[src/rtl/sync_pkg.sv]
// Shared sizing helper and metastability-model types for the sync_nff_filter slice.
package sync_pkg;

  typedef enum logic [1:0] {
    MS_NORMAL = 2'd0,
    MS_DELAY  = 2'd1,
    MS_BYPASS = 2'd2
  } ms_mode_e;

  localparam int LFSR_W = 8;

  // Width of a counter that must reach FILTER_CYCLES-1 without wrapping.
  function automatic int filter_cnt_w(input int filter_cycles);
    return $clog2(filter_cycles + 1);
  endfunction

endpackage

[src/rtl/metastability_injector.sv]
// Behavioural model of stages 0/1 of one synchronizer channel: on an input transition a
// free-running LFSR picks a normal, one-cycle-late or one-cycle-early capture.
module metastability_injector
  import sync_pkg::*;
#(
  parameter logic [LFSR_W-1:0] SEED = 8'h5A
) (
  input  logic clk_i,
  input  logic rstn_i,
  input  logic d_i,
  input  logic s0_i,
  output logic s0_d_o,
  output logic s1_d_o
);

  logic [LFSR_W-1:0] lfsr_q, lfsr_d;
  logic              held_q, held_d;
  ms_mode_e          mode;

  always_comb begin
    lfsr_d = {lfsr_q[LFSR_W-2:0], lfsr_q[7] ^ lfsr_q[5] ^ lfsr_q[4] ^ lfsr_q[3]};
    mode   = MS_NORMAL;
    // A late capture is never repeated back to back, bounding the added latency to one cycle.
    if ((d_i != s0_i) && !held_q) begin
      unique case (lfsr_q[1:0])
        2'b00:   mode = MS_DELAY;
        2'b01:   mode = MS_BYPASS;
        default: mode = MS_NORMAL;
      endcase
    end
    held_d = (mode == MS_DELAY);
    s0_d_o = (mode == MS_DELAY)  ? s0_i : d_i;
    s1_d_o = (mode == MS_BYPASS) ? d_i  : s0_i;
  end

  always_ff @(posedge clk_i or negedge rstn_i) begin
    if (!rstn_i) begin
      lfsr_q <= SEED | LFSR_W'(1);
      held_q <= 1'b0;
    end else begin
      lfsr_q <= lfsr_d;
      held_q <= held_d;
    end
  end

endmodule

[src/rtl/sync_nff_filter_chain.sv]
// One synchronizer channel: a STAGES-deep flop chain whose first two stages can be
// routed through the metastability model.
module sync_chain
  import sync_pkg::*;
#(
  parameter int                SYNTHESIS   = 0,
  parameter int                STAGES      = 2,
  parameter logic              RESET_VALUE = 1'b0,
  parameter logic [LFSR_W-1:0] SEED        = 8'h5A
) (
  input  logic clk_i,
  input  logic rst_i,
  input  logic d_i,
  output logic sync_o
);

  logic [STAGES-1:0] s_q;
  logic              s0_d, s1_d;

  if (SYNTHESIS != 0) begin : g_plain
    assign s0_d = d_i;
    assign s1_d = s_q[0];
  end else begin : g_model
    metastability_injector #(
      .SEED (SEED)
    ) u_inj (
      .clk_i  (clk_i),
      .rstn_i (~rst_i),
      .d_i    (d_i),
      .s0_i   (s_q[0]),
      .s0_d_o (s0_d),
      .s1_d_o (s1_d)
    );
  end

  always_ff @(posedge clk_i or posedge rst_i) begin
    if (rst_i) begin
      s_q <= {STAGES{RESET_VALUE}};
    end else begin
      s_q[0] <= s0_d;
      s_q[1] <= s1_d;
      for (int k = 2; k < STAGES; k++) s_q[k] <= s_q[k-1];
    end
  end

  assign sync_o = s_q[STAGES-1];

endmodule

[src/rtl/sync_nff_filter.sv]
// Multi-bit level synchronizer with per-channel persistence filter, edge pulses and
// a saturating count of aborted changes.
module sync_nff_filter
  import sync_pkg::*;
#(
  parameter int               SYNTHESIS     = 0,
  parameter int               WIDTH         = 1,
  parameter int               STAGES        = 2,
  parameter int               FILTER_CYCLES = 1,
  parameter logic [WIDTH-1:0] RESET_VALUE   = '0,
  parameter int               GCNT_W        = 8
) (
  input  logic              clk_i,
  input  logic              rst_i,
  input  logic [WIDTH-1:0]  d_i,
  input  logic              clr_i,
  output logic [WIDTH-1:0]  q_o,
  output logic [WIDTH-1:0]  rise_o,
  output logic [WIDTH-1:0]  fall_o,
  output logic [GCNT_W-1:0] glitch_cnt_o
);

  localparam int CNT_W = filter_cnt_w(FILTER_CYCLES);
  typedef logic [CNT_W-1:0] sync_cnt_t;
  localparam sync_cnt_t CNT_LAST = CNT_W'(FILTER_CYCLES - 1);

  logic [WIDTH-1:0]  sync_w;
  logic [WIDTH-1:0]  q_q, q_d, rise_q, rise_d, fall_q, fall_d;
  sync_cnt_t         cnt_q [WIDTH];
  sync_cnt_t         cnt_d [WIDTH];
  logic [GCNT_W-1:0] gcnt_q, gcnt_d;
  logic              abort;

  for (genvar i = 0; i < WIDTH; i++) begin : g_chan
    sync_chain #(
      .SYNTHESIS   (SYNTHESIS),
      .STAGES      (STAGES),
      .RESET_VALUE (RESET_VALUE[i]),
      .SEED        (LFSR_W'(32'hA5 + i * 29))
    ) u_chain (
      .clk_i  (clk_i),
      .rst_i  (rst_i),
      .d_i    (d_i[i]),
      .sync_o (sync_w[i])
    );
  end

  always_comb begin
    q_d    = q_q;
    rise_d = '0;
    fall_d = '0;
    cnt_d  = cnt_q;
    abort  = 1'b0;
    for (int i = 0; i < WIDTH; i++) begin
      if (sync_w[i] == q_q[i]) begin
        cnt_d[i] = '0;
        if (cnt_q[i] != '0) abort = 1'b1;
      end else if (cnt_q[i] == CNT_LAST) begin
        q_d[i]    = sync_w[i];
        cnt_d[i]  = '0;
        rise_d[i] = sync_w[i];
        fall_d[i] = ~sync_w[i];
      end else begin
        cnt_d[i] = cnt_q[i] + sync_cnt_t'(1);
      end
    end
    // Clear wins over a same-cycle abort; simultaneous aborts count once.
    if (clr_i)                          gcnt_d = '0;
    else if (abort && (gcnt_q != '1))   gcnt_d = gcnt_q + GCNT_W'(1);
    else                                gcnt_d = gcnt_q;
  end

  always_ff @(posedge clk_i or posedge rst_i) begin
    if (rst_i) begin
      q_q    <= RESET_VALUE;
      rise_q <= '0;
      fall_q <= '0;
      gcnt_q <= '0;
      for (int i = 0; i < WIDTH; i++) cnt_q[i] <= '0;
    end else begin
      q_q    <= q_d;
      rise_q <= rise_d;
      fall_q <= fall_d;
      gcnt_q <= gcnt_d;
      cnt_q  <= cnt_d;
    end
  end

  assign q_o          = q_q;
  assign rise_o       = rise_q;
  assign fall_o       = fall_q;
  assign glitch_cnt_o = gcnt_q;

endmodule
[config.mk]
export PLATFORM = sky130hd
export DESIGN_NAME = sync_nff_filter
export DESIGN_NICKNAME = d
export VERILOG_FILES = /design/src/rtl/sync_pkg.sv /design/src/rtl/metastability_injector.sv /design/src/rtl/sync_nff_filter_chain.sv /design/src/rtl/sync_nff_filter.sv
export SDC_FILE = /design/constraint.sdc
export NUM_CORES = 1
export LEC_CHECK = 0
export CAP_MARGIN = 10
export CORE_UTILIZATION = 40
export CTS_BUF_LIST = sky130_fd_sc_hd__clkbuf_4
export DETAILED_ROUTE_END_ITERATION = 6
export GPL_ROUTABILITY_DRIVEN = 1
export SYNTH_ARGS = -nofsm -noshare
export SYNTH_HDL_FRONTEND = slang
export SYNTH_HIERARCHICAL = 1
export SYNTH_SLANG_ARGS = --single-unit
export TNS_END_PERCENT = 30
[constraint.sdc]
create_clock -name clk_i -period 3.15 [get_ports clk_i]
set_input_delay 0.945 -clock clk_i [delete_from_list [all_inputs] [get_ports clk_i]]
set_output_delay 0.945 -clock clk_i [all_outputs]
set_load 0.005 [all_outputs]
Yosys cells after proc, flatten, opt, wreduce, memory -nomap -nowiden --
Index checks and enable logic that the tools add are counted.
Storage, ports and cells: register bits after elaboration 23, output and inout bits 11, word-level logic and storage cells 42
Cells by class: add/sub/neg operators 2, equality and inequality tests 6, muxes and demuxes 13, bitwise gates (word level) 6, reduce and logical (&&, ||, !) cells 6
Operator list (count):
- $mux W8 | 2
- $mux W1 | 9
- $add A8 B1 Y8 const B | 1
- $ne A8 B8 Y1 const B | 1
- $eq A2 B1 Y1 const B | 2
- $pmux W2 S2 | 1
- $not A1 Y1 | 3
- $xor A1 B1 Y1 | 3
- $eq A2 B2 Y1 const B | 1
- $logic_and A1 B1 Y1 | 2
- $logic_not A2 Y1 | 1
- $mux W2 | 1
- $reduce_and A2 Y1 | 1
- $reduce_bool A2 Y1 | 1
- $add A1 B1 Y1 const B | 1
- $eq A1 B1 Y1 | 1
- $logic_not A1 Y1 | 1
- $ne A1 B1 Y1 | 1

Longest topological paths before layout --
Gate-level depths: netlist (run 1).
depth in word-level cells 5, mapped depth 3, gate-level depth less buffers 3

Hierarchy --
Netlist (run 1), hierarchy kept.
Modules (own cells, without submodules):
- sync_nff_filter | times used 1, cells each 25, area an instance 376.6 um2, sequential area each 275.3 um2
- metastability_injector | times used 1, cells each 18, area an instance 316.6 um2, sequential area each 230.2 um2
- sync_chain | times used 1, cells each 3, area an instance 53.8 um2, sequential area each 50.0 um2

Worst setup path after synthesis (run 1) --
OpenSTA, ideal clock, no wires.
path type input to register, from input d_i, to register g_chan[0].u_chain.s_q[1], setup time 0.128 ns, arrival time 1.214 ns, slack 1.808 ns, stages 1, path buffers 0, cell sequence mux2_1
Between the ends: word-level cells in the longest chain between the ends 5
RTL lines:
- start, declared | RTL line sync_nff_filter.sv:15 | input logic [WIDTH-1:0] d_i,
- $ne A1 B1 Y1 | RTL line metastability_injector.sv:24 | if ((d_i != s0_i) && !held_q) begin
- $logic_and A1 B1 Y1 | RTL line metastability_injector.sv:24
- $mux W2 | RTL line metastability_injector.sv:24
- $eq A2 B2 Y1 | RTL line metastability_injector.sv:33 | s1_d_o = (mode == MS_BYPASS) ? d_i : s0_i;
- $mux W1 (*) | RTL line metastability_injector.sv:33
- end signal, assigned | RTL line sync_nff_filter_chain.sv:38 | s_q <= {STAGES{RESET_VALUE}};
- end, declared | RTL line sync_nff_filter_chain.sv:17 | logic [STAGES-1:0] s_q;
Every way passes the cells marked *; elsewhere a longest branch is shown, timed or not. A chain may end at the register's enable or synchronous reset.

Worst setup path in the final report (run 1) --
from register q_q, in the netlist q_o, to output q_o
RTL lines:
- start, declared | RTL line sync_nff_filter.sv:28 | logic [WIDTH-1:0] q_q, q_d, rise_q, rise_d, fall_q, fall_d;
- start signal, assigned | RTL line sync_nff_filter.sv:81 | q_q <= q_d;
- end, declared | RTL line sync_nff_filter.sv:17 | output logic [WIDTH-1:0] q_o,
No word-level cell between the ends.

==> impl_summary.log, run 1 <==
INFO  metric final-setup-viol-count = 0
INFO  metric slowest_delay = 0.52 ns
INFO  metric yosys_warnings = 6
INFO  metric cts_hold_buf = 0
INFO  metric gp_congestion = 0.5956
INFO  metric drt-met1-wl = 475 um
INFO  metric finalClockSkew = 0.005269 ns
INFO  metric net_count_of_the_mapped_netlist = 52
INFO  metric yosys.area.top_type = dfrtp_1
INFO  metric synth.avg_cell_area = 16.24 um2
INFO  metric htree_num_levels = 1
INFO  metric detail_route.first_pass.iterations = 1
INFO  metric core = 1745 um2
INFO  metric postLayoutCoreUtil = 55.63%
INFO  metric synthDominantCellAreaShare = 60.30%
INFO  metric final_period_minus_worst_setup_slack = 2.163 ns
INFO  metric postRouteWirelength = 920 um
INFO  metric synth.top_cells.by_area = dfrtp_1 60%, dfstp_2 14%, nor2b_1 6.7%
INFO  metric grt_antenna_before_repair = 0
INFO  metric nets = 71
INFO  metric num_vias = 360
INFO  metric cp_launch_type = flip-flop
INFO  metric clkTransAtPathRegs = 0.12 ns
INFO  metric pwr_density_cell = 697.5 nW/um2
INFO  metric cp_num_buf_inv = 1
INFO  metric postSynthCellCount = 46
INFO  metric power.ir.vdd_worst = 0.5114 mV
INFO  metric cellLeakagePower = 0.0004579 uW
INFO  metric synth_async_sr_flop_share = 100.0%
INFO  metric worst_case_headroom_to_the_max_slew_limit = 73.08%
INFO  metric synth_enable_flop_cells = 0
INFO  metric final_design_area_no_fill = 970.9 um2
INFO  metric total_power = 677.2 uW
INFO  metric path_delay_family = buffers and inverters
INFO  metric critical_path_required = 2.20 ns
INFO  metric worst_ep_arrival_time = 1.22 ns
INFO  metric detailedRoute.firstIterationViolations = 0
INFO  metric final_hold_viol_count = 0
INFO  metric yosys.cell_types.count = 12
INFO  metric dpl_cell_area = 918.4 um2
INFO  metric layout-drive-gt1-share = 17.19%
INFO  metric yosysMostFrequentCell = dfrtp_1
INFO  metric fp.dieArea = 2044 um2
INFO  metric critical_path_class = flip-flop to primary output
INFO  metric period_share = 68.65%
INFO  metric cts_tree = built
INFO  metric remaining_drc_errors = 0
INFO  metric grt_pass1_wl = 1642 um
INFO  metric grt_overflow_total = 0
INFO  metric numPortBuffers = 14
INFO  metric grt_use_total = 11.68%
INFO  metric synth_sequential_area_ratio = 74.37%
INFO  metric via_per_inst = 4.045
INFO  metric met2RoutedLength = 393 um
INFO  metric ant_nets = 0
INFO  metric dr.max_layer_used = met4
INFO  metric fill_cells = 147
INFO  metric finalSetupTns = 0 ns
INFO  metric longest_clk_path_bufs = 2
INFO  metric tritoncts.num_buffers = 3
INFO  metric report.final.slew_viol_count = 0
INFO  metric worst_skew_pair.late_latency = 0.30 ns
INFO  metric floorplan.initialDensity = 42.80%
INFO  metric boundaryPins = 15
INFO  metric synth_area = 747.0 um2
INFO  metric highest_net_fanout_along_the_worst_path = 4
INFO  metric top_cell_types_by_occurrence_after_synthesis = 18 x dfrtp_1, 8 x nor2b_1, 4 x dfstp_2, 4 x inv_1
INFO  metric post-place-ws = 1.310 ns
INFO  metric cts_resized = 0
INFO  metric status = finished, final reports clean
INFO  metric timing.hold.worst.class = flip-flop to flip-flop
INFO  metric synthToLayoutAreaGrowth = 29.98%
INFO  metric tightestPinTransition = 0.4033 ns
INFO  metric setup_repair_after_global_routing_missed_its_margin = false
INFO  metric wl_per_cell = 10.34 um
INFO  metric std_cell_rows = 15
INFO  metric post-cts-setup-buffers = 0
INFO  metric ys_seq_elements = 22
INFO  metric critical_path.cell_chain = clkdlybuf4s50_1
INFO  metric antenna_cells = 0
INFO  metric endpoint_kind = primary output
INFO  metric via_count_of_the_first_global_routing_pass = 373
INFO  metric die_h = 45.22 um
INFO  metric maxCapViolCount = 0
INFO  metric setup_ws = 0.9874 ns
INFO  metric clock_sink_count = 22
INFO  metric cp_slowest_cell = clkdlybuf4s50_1
INFO  metric grt_start_max_net_pins = 14
INFO  metric synth_ff_type = dfrtp_1
INFO  metric timing.fmax = 462.4 MHz
INFO  metric die_w = 45.22 um
INFO  metric cts_root_buffer = clkbuf_4
INFO  metric total_met3_wirelength_after_detailed_routing = 46 um
-- routing by layer --
metal  GRT usage, %  vias to the layer above
met5              0                        -
met4          7.273                        0
met3          2.400                        2
met2          16.23                       13
met1          16.67                      165
li1               -                      180
-- report_power, final --
group / leakage (uW) / total [uW] / switching (uW) / internal [uW]
Combinational: 0.000148 / 123 / 40.1 / 82.9
Clock: 0.0000279 / 209 / 80.4 / 128
Sequential: 0.000282 / 345 / 24.8 / 321
Total: 0.000458 / 677 / 145 / 532
-- path summary, 6_finish.rpt --
| check | start | end | slack [ns] | cells past startpoint |
|---|---|---|---|---|
| worst max-delay path | q_o | q_o | 0.99 | 1 |
| worst min-delay path | g_chan[0].u_chain/g_model.u_inj/lfsr_q[6] | g_chan[0].u_chain/g_model.u_inj/lfsr_q[7] | 0.37 | 0 |
| worst max register to register | g_chan[0].u_chain/g_model.u_inj/lfsr_q[0] | g_chan[0].u_chain/s_q[1] | 1.99 | 2 |
| worst min register to register | g_chan[0].u_chain/g_model.u_inj/lfsr_q[6] | g_chan[0].u_chain/g_model.u_inj/lfsr_q[7] | 0.37 | 0 |
| max in group asynchronous | rst_i | g_chan[0].u_chain/g_model.u_inj/lfsr_q[0] | 1.90 | 2 |
| min in group asynchronous | rst_i | g_chan[0].u_chain/g_model.u_inj/lfsr_q[1] | 0.94 | 2 |
-- state kept, by name (all words and copies together) (netlist names) --
signal	cells
g_chan.u_chain/g_model.u_inj/held_q	1
glitch_cnt_o	8
q_o	1
rise_o	1
g_chan.u_chain/s_q	2
g_chan.u_chain/g_model.u_inj/lfsr_q	8
fall_o	1
-- logic make-up after synthesis --
family	share of synthesized area [%]
XOR/XNOR	4.691
adder cells (fa/ha/maj)	3.350
buffers and inverters	2.009
flip-flops	74.37
multiplexers	5.024
AND/OR/NAND/NOR	10.55
-- per-stage QoR --
| stage | instances | hold slack, ns |
|---|---|---|
| after detailed placement | 85 | 0.3425 |
| after global placement | 85 | 0.3382 |
| after CTS | 89 | 0.3725 |
| after global routing | 89 | 0.3853 |
| after floorplan | 46 | 0.3330 |
| final | 89 | 0.3695 |
-- final cells by class --
| class | instances | area [um2] | share of cell area (%) |
|---|---|---|---|
| clock inverters | 1 | 30.03 | 3.093 |
| clock buffers | 3 | 22.52 | 2.320 |
| repair buffers | 14 | 140.1 | 14.43 |
| inverters | 4 | 15.01 | 1.546 |
| flip-flops and latches | 22 | 555.5 | 57.22 |
| well taps | 25 | 31.28 | 3.222 |
| multi-input cells | 20 | 176.4 | 18.17 |
-- placed cells by master (no fill, tap or decap), drive strengths merged --
master	n
and2	1
bufinv	1
clkbuf	3
clkdlybuf4s50	14
dfrtp	18
dfstp	4
ha	2
inv	4
mux2	3
nor2b	8
nor3	1
nor3b	1
xnor2	2
xor2	2
(Power assumes the default switching activity.)
==> run 2, diff against run 1 <==
--- a/config.mk
+++ b/config.mk
@@ -10,6 +10,7 @@
 export CTS_BUF_LIST = sky130_fd_sc_hd__clkbuf_4
 export DETAILED_ROUTE_END_ITERATION = 6
 export GPL_ROUTABILITY_DRIVEN = 1
+export PLACE_DENSITY = 0.67
 export SYNTH_ARGS = -nofsm -noshare
 export SYNTH_HDL_FRONTEND = slang
 export SYNTH_HIERARCHICAL = 1
==> constraint.sdc (replaced) <==
create_clock -name clk_i -period 1.8 [get_ports clk_i]
set_input_delay 0.54 -clock clk_i [delete_from_list [all_inputs] [get_ports clk_i]]
set_output_delay 0.54 -clock clk_i [all_outputs]
set_load 0.005 [all_outputs]
==> run 2 against run 1 <==
Power grew 79%. Flip-flop and latch count is the same. Non-clock buffer count grew 1. Core utilization grew 0.43 points. Worst hold slack lost 0.0014 ns. Cell count grew 1.1%. Die area is the same. Worst setup slack lost 0.92 ns.
==> impl_summary.log, run 2 (same netlist as run 1, synthesis figures left out) <==
INFO  metric status = finished, final reports clean
INFO  metric detail_route.first_pass.iterations = 2 (+1)
INFO  metric via_count_of_the_first_global_routing_pass = 380 (+1.9%)
INFO  metric longest_clk_path_bufs = 2 (unchanged)
INFO  metric placed_cells_incl_taps = 85 (unchanged)
INFO  metric cellLeakagePower = 0.0004627 uW (+1.1%)
INFO  metric layout.area.seq = 555.5 um2 (unchanged)
INFO  metric worst_case_headroom_to_the_max_slew_limit = 73.49% (+0.41 points)
INFO  metric regToRegEndpoint = q_o
INFO  metric via_per_inst = 4.144 (+2.5%)
INFO  metric final_hold_viol_count = 0 (unchanged)
INFO  metric worst_ep_arrival_time = 1.19 ns (-0.03 ns)
INFO  metric pwr_density_cell = 1237 nW/um2 (+77%)
INFO  metric die_w = 45.22 um (unchanged)
INFO  metric combined_area_of_the_multi_input_logic_cells = 176.4 um2 (unchanged)
INFO  metric worst_skew_pair.late_latency = 0.30 ns (about the same)
INFO  metric setup_ws = 0.06747 ns (-0.9199 ns)
INFO  metric detailedRoute.firstIterationViolations = 1 (+1)
INFO  metric reg2regPathDepth = 4 (+2)
INFO  metric setup_repair_after_global_routing_missed_its_margin = false
INFO  metric cp_num_buf_inv = 1 (unchanged)
INFO  metric gp_congestion = 0.6540 (+9.8%)
INFO  metric worst-r2r-setup-slack = 0.56 ns (-1.43 ns)
INFO  metric path_delay_family = buffers and inverters
INFO  metric boundaryPins = 15 (unchanged)
INFO  metric tightestPinTransition = 0.3972 ns (-0.006079 ns)
INFO  metric drt-met1-wl = 475 um (unchanged)
INFO  metric tritoncts.num_buffers = 3 (unchanged)
INFO  metric critical_path_source = q_o
INFO  metric core = 1745 um2 (unchanged)
INFO  metric mostFrequentLayoutCell = dfrtp_1
INFO  metric timing.hold.worst.class = flip-flop to flip-flop
INFO  metric grt_antenna_before_repair = 0 (unchanged)
INFO  metric grt_start_max_net_pins = 14 (unchanged)
INFO  metric endpoint_kind = primary output
INFO  metric finalSetupTns = 0 ns (unchanged)
INFO  metric cts_tree = built
INFO  metric final-setup-viol-count = 0 (unchanged)
INFO  metric layout.cells.most_common_list = 18 x dfrtp_1, 14 x clkdlybuf4s50_1, 8 x nor2b_1
INFO  metric total_met3_wirelength_after_detailed_routing = 50 um (+8.7%)
INFO  metric wl_per_cell = 10.36 um (+0.18%)
INFO  metric critical_path.reg2reg.startpoint = q_o
INFO  metric cts_root_buffer = clkbuf_4
INFO  metric final_period_minus_worst_setup_slack = 1.733 ns
INFO  metric remaining_drc_errors = 0 (unchanged)
INFO  metric dr.max_layer_used = met4
INFO  metric highest_net_fanout_along_the_worst_path = 2 (-2)
INFO  metric maxCapViolCount = 0 (unchanged)
INFO  metric fp.dieArea = 2044 um2 (unchanged)
INFO  metric antenna_cells = 0 (unchanged)
INFO  metric timing.critical_path.depth = 1 (unchanged)
INFO  metric grt_pass1_wl = 1725 um (+5.1%)
INFO  metric nets = 72 (+1.4%)
INFO  metric ant_nets = 0 (unchanged)
INFO  metric layout-drive-gt1-share = 18.46% (+1.3 points)
INFO  metric clkTransAtPathRegs = 0.12 ns (about the same)
INFO  metric fill_cells = 150 (+2.0%)
INFO  metric num_vias = 373 (+3.6%)
INFO  metric period_share = 96.25%
INFO  metric critical_path.cell_chain = clkdlybuf4s50_1
INFO  metric clock_sink_count = 22 (unchanged)
INFO  metric grt_use_total = 12.32% (+0.64 points)
INFO  metric cp_slowest_cell = clkdlybuf4s50_1
INFO  metric synthToLayoutAreaGrowth = 30.99%
INFO  metric met2RoutedLength = 396 um (+0.76%)
INFO  metric report.final.slew_viol_count = 0 (unchanged)
INFO  metric slowest_delay = 0.51 ns (about the same)
INFO  metric floorplan.initialDensity = 42.80% (unchanged)
INFO  metric critPathCapture = q_o
INFO  metric dp_hpwl = 676.8 um
INFO  metric critical_path_class = flip-flop to primary output
INFO  metric critical_path_required = 1.26 ns (-0.94 ns)
INFO  metric power.ir.vdd_worst = 0.6607 mV (+29%)
INFO  metric numPortBuffers = 14 (unchanged)
INFO  metric final_cell_count_no_fill = 90 (+1.1%)
INFO  metric cts_resized = 0 (unchanged)
INFO  metric grt_overflow_total = 0 (unchanged)
INFO  metric postRouteWirelength = 932 um (+1.3%)
INFO  metric post-place-ws = 0.3543 ns (-0.9556 ns)
INFO  metric cp_launch_type = flip-flop
INFO  metric htree_num_levels = 1 (unchanged)
INFO  metric std_cell_rows = 15 (unchanged)
INFO  metric timing.fmax = 577.2 MHz
INFO  metric finalClockSkew = 0.005376 ns (+0.0001068 ns)
INFO  metric die_h = 45.22 um (unchanged)
## run 2: worst min path at each step
stage                     depth (start not counted)                                      start                                         to  slack (ns)
after floorplan                                   0  g_chan[0].u_chain/g_model.u_inj/lfsr_q[6]  g_chan[0].u_chain/g_model.u_inj/lfsr_q[7]        0.33
after global placement                            0  g_chan[0].u_chain/g_model.u_inj/lfsr_q[6]  g_chan[0].u_chain/g_model.u_inj/lfsr_q[7]        0.34
after detailed placement                          0  g_chan[0].u_chain/g_model.u_inj/lfsr_q[6]  g_chan[0].u_chain/g_model.u_inj/lfsr_q[7]        0.34
after CTS                                         0  g_chan[0].u_chain/g_model.u_inj/lfsr_q[6]  g_chan[0].u_chain/g_model.u_inj/lfsr_q[7]        0.37
after global routing                              0  g_chan[0].u_chain/g_model.u_inj/lfsr_q[6]  g_chan[0].u_chain/g_model.u_inj/lfsr_q[7]        0.38
final                                             0  g_chan[0].u_chain/g_model.u_inj/lfsr_q[6]  g_chan[0].u_chain/g_model.u_inj/lfsr_q[7]        0.37
## run 2: area by class of cell
type | instances | area share (%)
clock buffers | 3 | 2.302
clock inverters | 1 | 3.069
inverters | 4 | 1.535
multi-input cells | 20 | 18.03
flip-flops and latches | 22 | 56.78
well taps | 25 | 3.197
repair buffers | 15 | 15.09
## run 2: report_power, final
group	leakage (uW)	total [uW]	internal (uW)	switching [uW]
logic	0.000153	240	159	81.1
registers	0.000282	601	561	39.6
clock network	0.0000279	370	225	145
## run 2: repair_timing
action / CTS / global route
setup buffers: 1 / 0
setup endpoints to repair: 1 / 0
hold buffers: 0 / 0
## run 2: per-stage QoR
| stage | util (%) | hold slack (ns) | instance area [um2] | power, uW |
|---|---|---|---|---|
| after detailed placement | 52.62 | 0.3439 | 918.4 | 839.2 |
| final | 56.06 | 0.3681 | 978.4 | 1211 |
| after global placement | 52.62 | 0.3360 | 918.4 | 829.4 |
| after floorplan | - | 0.3330 | 747.0 | 739.3 |
| after global routing | 56.06 | 0.3826 | 978.4 | 1284 |
| after CTS | 56.06 | 0.3701 | 978.4 | 1232 |
## run 2: layer usage
metal	global-route usage [%]	vias up
li1	-	181
met1	16.31	177
met2	17.68	13
met3	2.800	2
met4	9.091	0
met5	0	-
